## src/rtl/telemetry_ascii_framer.sv

```systemverilog
// rtl/telemetry_ascii_framer.sv - snapshots HR/SpO2, converts to ASCII decimal, streams "HR:ddd,SP:ddd\r\n"
module telemetry_ascii_framer #(
    parameter int unsigned PERIOD_CYCLES = 50_000_000,
    parameter int unsigned HR_MAX        = 999,
    parameter int unsigned SPO2_MAX      = 100
) (
    input  logic        clk,
    input  logic        rst_n,
    input  logic [15:0] data_heart_rate,
    input  logic [7:0]  data_spo2,
    input  logic        start,
    output logic [7:0]  tx_data,
    output logic        tx_valid,
    input  logic        tx_ready,
    output logic        busy,
    output logic        frame_done
);
    localparam int unsigned TIMER_W    = (PERIOD_CYCLES > 1) ? $clog2(PERIOD_CYCLES) : 1;
    localparam int unsigned TIMER_LAST = (PERIOD_CYCLES > 0) ? PERIOD_CYCLES - 1 : 0;
    localparam logic [9:0]  HR_SAT     = 10'(HR_MAX);
    localparam logic [9:0]  SP_SAT     = 10'(SPO2_MAX);
    localparam logic [3:0]  LAST_BYTE  = 4'd14;

    typedef enum logic [1:0] {IDLE, CONVERT, SEND, DONE} state_t;

    state_t             state;
    logic [TIMER_W-1:0] timer;
    logic               tick;
    logic               trigger;
    logic [3:0]         byte_idx;
    logic [3:0]         next_idx;
    logic [3:0]         step_cnt;
    logic [21:0]        hr_dd;
    logic [21:0]        sp_dd;
    logic [9:0]         hr_sat;
    logic [9:0]         sp_sat;

    // One double-dabble iteration on {bcd[11:0], binary[9:0]}
    function automatic logic [21:0] dabble_step(input logic [21:0] s);
        logic [21:0] a;
        a = s;
        for (int n = 0; n < 3; n++) begin
            if (a[10+4*n +: 4] >= 4'd5) begin
                a[10+4*n +: 4] = a[10+4*n +: 4] + 4'd3;
            end
        end
        return {a[20:0], 1'b0};
    endfunction

    function automatic logic [7:0] frame_byte(input logic [3:0] i, input logic [11:0] h,
                                              input logic [11:0] s);
        logic [7:0] b;
        case (i)
            4'd0:    b = 8'h48;
            4'd1:    b = 8'h52;
            4'd2:    b = 8'h3A;
            4'd3:    b = {4'h3, h[11:8]};
            4'd4:    b = {4'h3, h[7:4]};
            4'd5:    b = {4'h3, h[3:0]};
            4'd6:    b = 8'h2C;
            4'd7:    b = 8'h53;
            4'd8:    b = 8'h50;
            4'd9:    b = 8'h3A;
            4'd10:   b = {4'h3, s[11:8]};
            4'd11:   b = {4'h3, s[7:4]};
            4'd12:   b = {4'h3, s[3:0]};
            4'd13:   b = 8'h0D;
            default: b = 8'h0A;
        endcase
        return b;
    endfunction

    assign tick     = (PERIOD_CYCLES != 0) && (timer == TIMER_W'(TIMER_LAST));
    assign trigger  = start | tick;
    assign next_idx = byte_idx + 4'd1;

    always_comb begin
        hr_sat = (data_heart_rate > 16'(HR_MAX)) ? HR_SAT : data_heart_rate[9:0];
        sp_sat = ({2'b00, data_spo2} > SP_SAT) ? SP_SAT : {2'b00, data_spo2};
    end

    // Free-running trigger timer, independent of the frame state
    always_ff @(posedge clk or negedge rst_n) begin
        if (!rst_n) begin
            timer <= '0;
        end else if (tick) begin
            timer <= '0;
        end else if (PERIOD_CYCLES != 0) begin
            timer <= timer + 1'b1;
        end
    end

    always_ff @(posedge clk or negedge rst_n) begin
        if (!rst_n) begin
            state      <= IDLE;
            byte_idx   <= '0;
            step_cnt   <= '0;
            hr_dd      <= '0;
            sp_dd      <= '0;
            tx_data    <= 8'h00;
            tx_valid   <= 1'b0;
            busy       <= 1'b0;
            frame_done <= 1'b0;
        end else begin
            frame_done <= 1'b0;
            case (state)
                IDLE: begin
                    if (trigger) begin
                        hr_dd    <= {12'd0, hr_sat};
                        sp_dd    <= {12'd0, sp_sat};
                        step_cnt <= '0;
                        byte_idx <= '0;
                        busy     <= 1'b1;
                        state    <= CONVERT;
                    end
                end
                CONVERT: begin
                    hr_dd    <= dabble_step(hr_dd);
                    sp_dd    <= dabble_step(sp_dd);
                    step_cnt <= step_cnt + 4'd1;
                    if (step_cnt == 4'd9) begin
                        state <= SEND;
                    end
                end
                SEND: begin
                    // First SEND cycle only presents byte 0; digits are final by then
                    if (!tx_valid) begin
                        tx_data  <= frame_byte(byte_idx, hr_dd[21:10], sp_dd[21:10]);
                        tx_valid <= 1'b1;
                    end else if (tx_ready) begin
                        if (byte_idx == LAST_BYTE) begin
                            tx_valid   <= 1'b0;
                            frame_done <= 1'b1;
                            state      <= DONE;
                        end else begin
                            byte_idx <= next_idx;
                            tx_data  <= frame_byte(next_idx, hr_dd[21:10], sp_dd[21:10]);
                        end
                    end
                end
                DONE: begin
                    busy  <= 1'b0;
                    state <= IDLE;
                end
                default: state <= IDLE;
            endcase
        end
    end
endmodule

```

## config.mk

```make
export PLATFORM = sky130hd
export DESIGN_NAME = telemetry_ascii_framer
export DESIGN_NICKNAME = d
export VERILOG_FILES = /design/src/rtl/telemetry_ascii_framer.sv
export SDC_FILE = /design/constraint.sdc
export NUM_CORES = 1
export LEC_CHECK = 0
export BUFFER_PORTS_ARGS = -buffer_cell sky130_fd_sc_hd__buf_2
export CAP_MARGIN = 20
export CORE_ASPECT_RATIO = 0.5
export CORE_MARGIN = 2
export CORE_UTILIZATION = 62
export CTS_CLUSTER_SIZE = 14
export DETAILED_ROUTE_END_ITERATION = 7
export GPL_TIMING_DRIVEN = 0
export PLACE_DENSITY = 0.82
export SETUP_SLACK_MARGIN = 0.5
export SYNTH_ARGS = -nofsm -noshare
export SYNTH_HDL_FRONTEND = slang
export SYNTH_SLANG_ARGS = --single-unit
```

## constraint.sdc

```tcl
create_clock -name clk -period 2.9 [get_ports clk]
set_input_delay 0.435 -clock clk [delete_from_list [all_inputs] [get_ports clk]]
set_output_delay 0.435 -clock clk [all_outputs]
set_load 0.02 [all_outputs]
```

[Word-level counts from Yosys, hierarchy flattened]
Cells that the tools add are included.
Word-level totals
  register bits after elaboration: 91
  bits of input ports: 28
  output and inout bits: 11
  logic and storage cells: 120
Cells by class
  add/subtract/negate cells: 9
  magnitude comparators: 8
  eq/ne operators: 40
  multiplexer cells: 39
  bitwise gates (word level): 1
  reductions and logical operators: 13
Operators by type and width (count)
  7-bit case mux with 13 select lines: 2
  22-bit case mux with 2 select lines: 2
  4-bit equality test (second input constant): 14
  22-bit two-way mux: 2
  4-bit by 3-bit equality test with 1-bit output (second input constant): 8
  4-bit two-way mux: 8
  8-bit two-way mux: 4
  26-bit by 1-bit adder with 26-bit output (second input constant): 1
  26-bit equality test (second input constant): 1
  26-bit two-way mux: 1
  4-bit by 3-bit greater-or-equal comparator with 1-bit output (second input constant): 6
  4-bit by 2-bit adder with 4-bit output (second input constant): 4
  4-bit by 2-bit equality test with 1-bit output (second input constant): 4
  16-bit by 10-bit > comparator with 1-bit output (second input constant): 1
  4-bit case mux with 2 select lines: 2
  2-bit != test (second input constant): 7
  10-bit two-way mux: 1
  2-bit two-way mux: 5
  5-bit AND reduction: 2
  4-bit by 1-bit adder with 4-bit output (second input constant): 2
  4-bit by 1-bit equality test with 1-bit output (second input constant): 2
  8-bit by 7-bit > comparator with 1-bit output (second input constant): 1
  4-bit zero test: 2
  1-bit two-way mux: 8
  other kinds (13): 20

[Longest topological paths before layout]
  depth after elaboration: 7
  mapped depth: 10
  gate-level depth less buffers: 8

[Least setup slack after synthesis]
Ideal clock, no wire load.
  kind: register to register
  from: register timer[10]
  to: register state[1]
  data arrival time: 2068 ps
  setup slack: 707 ps
  cell stages (with the launch flop): 7
  buffers on the path: 0
  period minus slack after synthesis: 2193 ps
  path through: dfrtp_1 > or4b_4 > nor4_4 > a211oi_2 > nand2b_1 > nor2_1 > mux2_2
On the way
  cells in the longest elaborated chain, start to end: 4
RTL lines
  start: declaration: line 27  | logic [TIMER_W-1:0] timer;
  start signal: assignment: line 89  | timer <= timer + 1'b1;
  26-bit equality test: line 73  | assign tick = (PERIOD_CYCLES != 0) && (timer == TIMER_W'(TIMER_LAST));
  1-bit bitwise OR: line 74  | assign trigger = start | tick;
  2-bit != test (no line)
  5-bit AND reduction (no line)
  end signal: assignment: line 95  | state <= IDLE;
  end signal: assignment: line 114  | state <= CONVERT;
  end signal: assignment: line 122  | state <= SEND;
  end: declaration: line 26  | state_t state;
Every way passes these cells.
A chain may end at the register's enable or synchronous reset.

[Final worst setup path]
  from: register timer[16]
  to: register sp_dd[13]
On the way
  cells in the longest elaborated chain, start to end: 4
RTL lines
  26-bit equality test: line 73
  1-bit bitwise OR: line 74
  2-bit != test (no line)
  2-bit AND reduction (no line)
  end signal: assignment: line 110  | sp_dd <= {12'd0, sp_sat};
  end signal: assignment: line 119  | sp_dd <= dabble_step(sp_dd);
  end: declaration: line 34  | logic [21:0] sp_dd;
Every way passes these cells.

==> flow_summary.ini <==
[placed_design]
dp_slack_ns = 0.01537
dpl.hpwl_mm = 13.43
io_buffers = 37
dp.cells = 940
place_area_sq_mm = 0.006729
gp_congestion = 0.9971

[cts]
path_clk_slew_ns = 0.07
insertion_delay_ns = 0.35
cts.htree.levels = 3
cts.path.max_buffers = 2
cts_root_buffer = clkbuf_16
cts_tree = built
cts.sinks = 90
cts_buffers = 9

[timing]
fin_crit_sh = 0.8167
worst_pin_slew_ns = 0.7345
rsz0062_at_grt = yes
hold_violations = 0
period_needed_ns = 2.368
finalWorstSetupSlack_ns = 0.5315
setup_viol = 0
slew-limit-headroom = 0.5058
skew_ns = 0.01159
timing.fmax_mhz = 422.2
slew_violations = 0

[worst_setup_path]
reg2reg_depth = 7
critPathKind = flop to flop
crit_chain = or4_4 > nor4_4 > buf_4 > a211oi_4 > clkbuf_2 > a21oi_1 > o211ai_1
cp_top_family = simple AND/OR/NAND/NOR gates
critPathSlowestCell = or4_4
crit_fanout = 10
r2r_end = sp_dd[13]
rrSetupSlack_ns = 0.53
cpPeakStageDelay_ns = 0.56
worstPathRequired_ns = 3.10
critPathLaunchType = flop
crit_buf_inv = 2
end_kind = flop
r2r_start = timer[16]
arrival_ns = 2.57

[floorplan]
die_w_microns = 147.0
die_h_microns = 75.50
dieArea_sq_mm = 0.01110
io_pins = 39
rows = 26
core_sq_mm = 0.01008
initial_utilization = 0.6285

[synthesis]
synth.area.top_cells = dfrtp_1, nand2_1, ha_1
seq_area_frac_synth = 0.3553
synth_top_area_frac = 0.3553
yosys_warnings = 0
synthesis.area_sq_mm = 0.006339
avgSynthCellArea_sq_um = 8.318
ys_seq_elements = 90
yosysTopAreaCell = dfrtp_1
async_flop_share = 1.000
synth.net_count = 816
synth_cell_types = 70
synthFlopType = dfrtp_1
synthCells = 762
synth-edff-count = 0

[hold_path]
hp-class = primary input to async pin

[pwr]
p_total_w = 0.007091
p_sw_w = 0.003296
p_comb_frac = 0.545
p_leak_nw = 3.162
netSwitchingFraction = 0.4648
p_per_area_mw_per_mm2 = 980.7
peakVddDrop_v = 0.0007591
intPower_w = 0.003795
clockPowerShare = 0.171
power.share.sequential = 0.284

[final_layout]
nFillCells = 803
final_cells = 968
final_layout_size_suffix_gt1_frac = 0.1812
design_area_sq_mm = 0.007231
num_antenna_cells = 0
final_nets = 877
syn_to_final_growth_pct = 14.07

[job]
maxCapViolCount = 0

[routing]
vias_per_cell = 6.524
drt-pass1-iter-count = 5
vias = 6315
wire_per_inst_microns = 20.01
drc = 0
drtIter0Drc = 709
ant_nets = 0
drt_wl_total_mm = 19.37

[grt]
grt_usage = 0.3508
grt_pass1_vias = 5836
grt_pass1_wl_mm = 30.10
grt_max_degree = 51
grt_overflow = 0
antenna_found_initial = 0

[status]
status = finished, final reports clean
-- sequential cells by signal (all words and copies together), names as in the netlist, 2 cells and up --
register,cells
state,2
tx_data,7
sp_dd,22
hr_dd,22
byte_idx,4
timer,26
step_cnt,4
-- kinds of logic (layout without fill, tap and decap cells) --
group / Yosys count / after routing / share of synthesized area
simple gates: 263 / 263 / 0.2039
compound gates: 244 / 244 / 0.2556
flops: 90 / 90 / 0.3553
buf+inv: 86 / 152 / 0.05586
xor+xnor: 30 / 30 / 0.04145
fa+ha+maj: 26 / 26 / 0.05132
mux: 22 / 22 / 0.03592
other cells: 1 / 1 / 0.0005916
-- metrics by stage --
step                       TNS, ns    util  hold WS [ns]
after floorplan                  0       -        0.1394
after global placement    -0.02977  0.6643        0.4549
after detailed placement         0  0.6672        0.4661
after CTS                        0  0.7017       0.09930
after global routing             0  0.7170        0.1251
final                            0  0.7170       0.08176
-- layout by cell type (no fill, tap or decap), types with 17 or more instances in the layout --
cell and n:
a21oi_1 57, a22oi_1 18, buf_2 43, buf_4 17, clkbuf_1 25, dfrtp_1 88
ha_1 26, inv_1 26, nand2_1 87, nand3_1 42, nor2_1 55, o21ai_0 52
xor2_1 18
-- layout make-up --
class / count / area, sq um / area share
Multi-Input combinational cell: 586 / 3799 / 0.5254
Clock inverter: 6 / 73.82 / 0.01021
Tap cell: 140 / 175.2 / 0.02423
Inverter: 29 / 110.1 / 0.01523
Buffer: 57 / 284.0 / 0.03928
Timing Repair Buffer: 50 / 305.3 / 0.04222
Sequential cell: 90 / 2255 / 0.3118
Clock buffer: 10 / 229.0 / 0.03167
-- cells in the mapped netlist, types with 4 or more instances --
| library cell | n |
|---|---|
| nand4_1 | 8 |
| a31oi_1 | 5 |
| nor2_1 | 56 |
| or2_2 | 4 |
| inv_1 | 27 |
| clkbuf_1 | 43 |
| a211oi_1 | 6 |
| mux2_2 | 6 |
| dfrtp_1 | 90 |
| o21ai_2 | 16 |
| nand2b_1 | 9 |
| nand3_1 | 42 |
| buf_1 | 5 |
| xnor2_1 | 12 |
| nor3_1 | 7 |
| a211o_1 | 4 |
| a21o_1 | 5 |
| a22oi_1 | 18 |
| and3_1 | 8 |
| mux2i_1 | 16 |
| o31ai_1 | 5 |
| a21oi_1 | 57 |
| nor2b_1 | 9 |
| ha_1 | 26 |
| a221o_1 | 5 |
| nand2_1 | 89 |
| o211ai_1 | 13 |
| or3_1 | 5 |
| o21ai_1 | 5 |
| o22ai_1 | 15 |
| xor2_1 | 18 |
| a32oi_1 | 4 |
| buf_2 | 4 |
| o21ai_0 | 52 |
| and2_1 | 5 |
| o221ai_1 | 9 |
-- repair_timing --
action / CTS / global route
setup buffers: 1 / 11
gates resized for setup: 17 / 42
pin swaps: 1 / 4
hold buffers: 0 / 0
setup endpoints to repair: 48 / 43
-- how the worst max path moves through the flow --
| stage | startpoint | endpoint | slack, ns | cells after the start |
|---|---|---|---|---|
| after floorplan | timer[10] | state[1] | 0.71 | 6 |
| after global placement | byte_idx[0] | tx_data[5] | -0.03 | 9 |
| after detailed placement | byte_idx[0] | tx_data[5] | 0.02 | 9 |
| after CTS | timer[16] | step_cnt[0] | 0.49 | 6 |
| after global routing | byte_idx[0] | byte_idx[2] | 0.45 | 9 |
| final | timer[16] | sp_dd[13] | 0.53 | 7 |
-- power by group through the flow --
stage               Combinational (W)  Clock [W]  Sequential, W
finish                        0.00387    0.00121        0.00201
global route                  0.00419    0.00127        0.00205
CTS                           0.00365    0.00122        0.00199
detailed placement            0.00359          0        0.00201
global placement              0.00347          0        0.00199
floorplan                     0.00264          0        0.00195
-- metal layers --
layer	wire length, microns	up-vias	track usage
met2	8674	329	0.5785
li1	-	2880	-
met4	817	0	0.1816
met5	0	-	0
met1	8327	3031	0.4605
met3	1550	75	0.06168
-- worst reg2reg max path, delay by kind of cell, from the launching register on --
| family | cells | cell delay, ns |
|---|---|---|
| buffers and inverters | 2 | 0.49 |
| AO/OA/AOI/OAI | 3 | 0.49 |
| AND/OR/NAND/NOR | 2 | 0.82 |
| flip-flops | 1 | 0.42 |
Note: power is estimated with default switching activity, not from simulation.
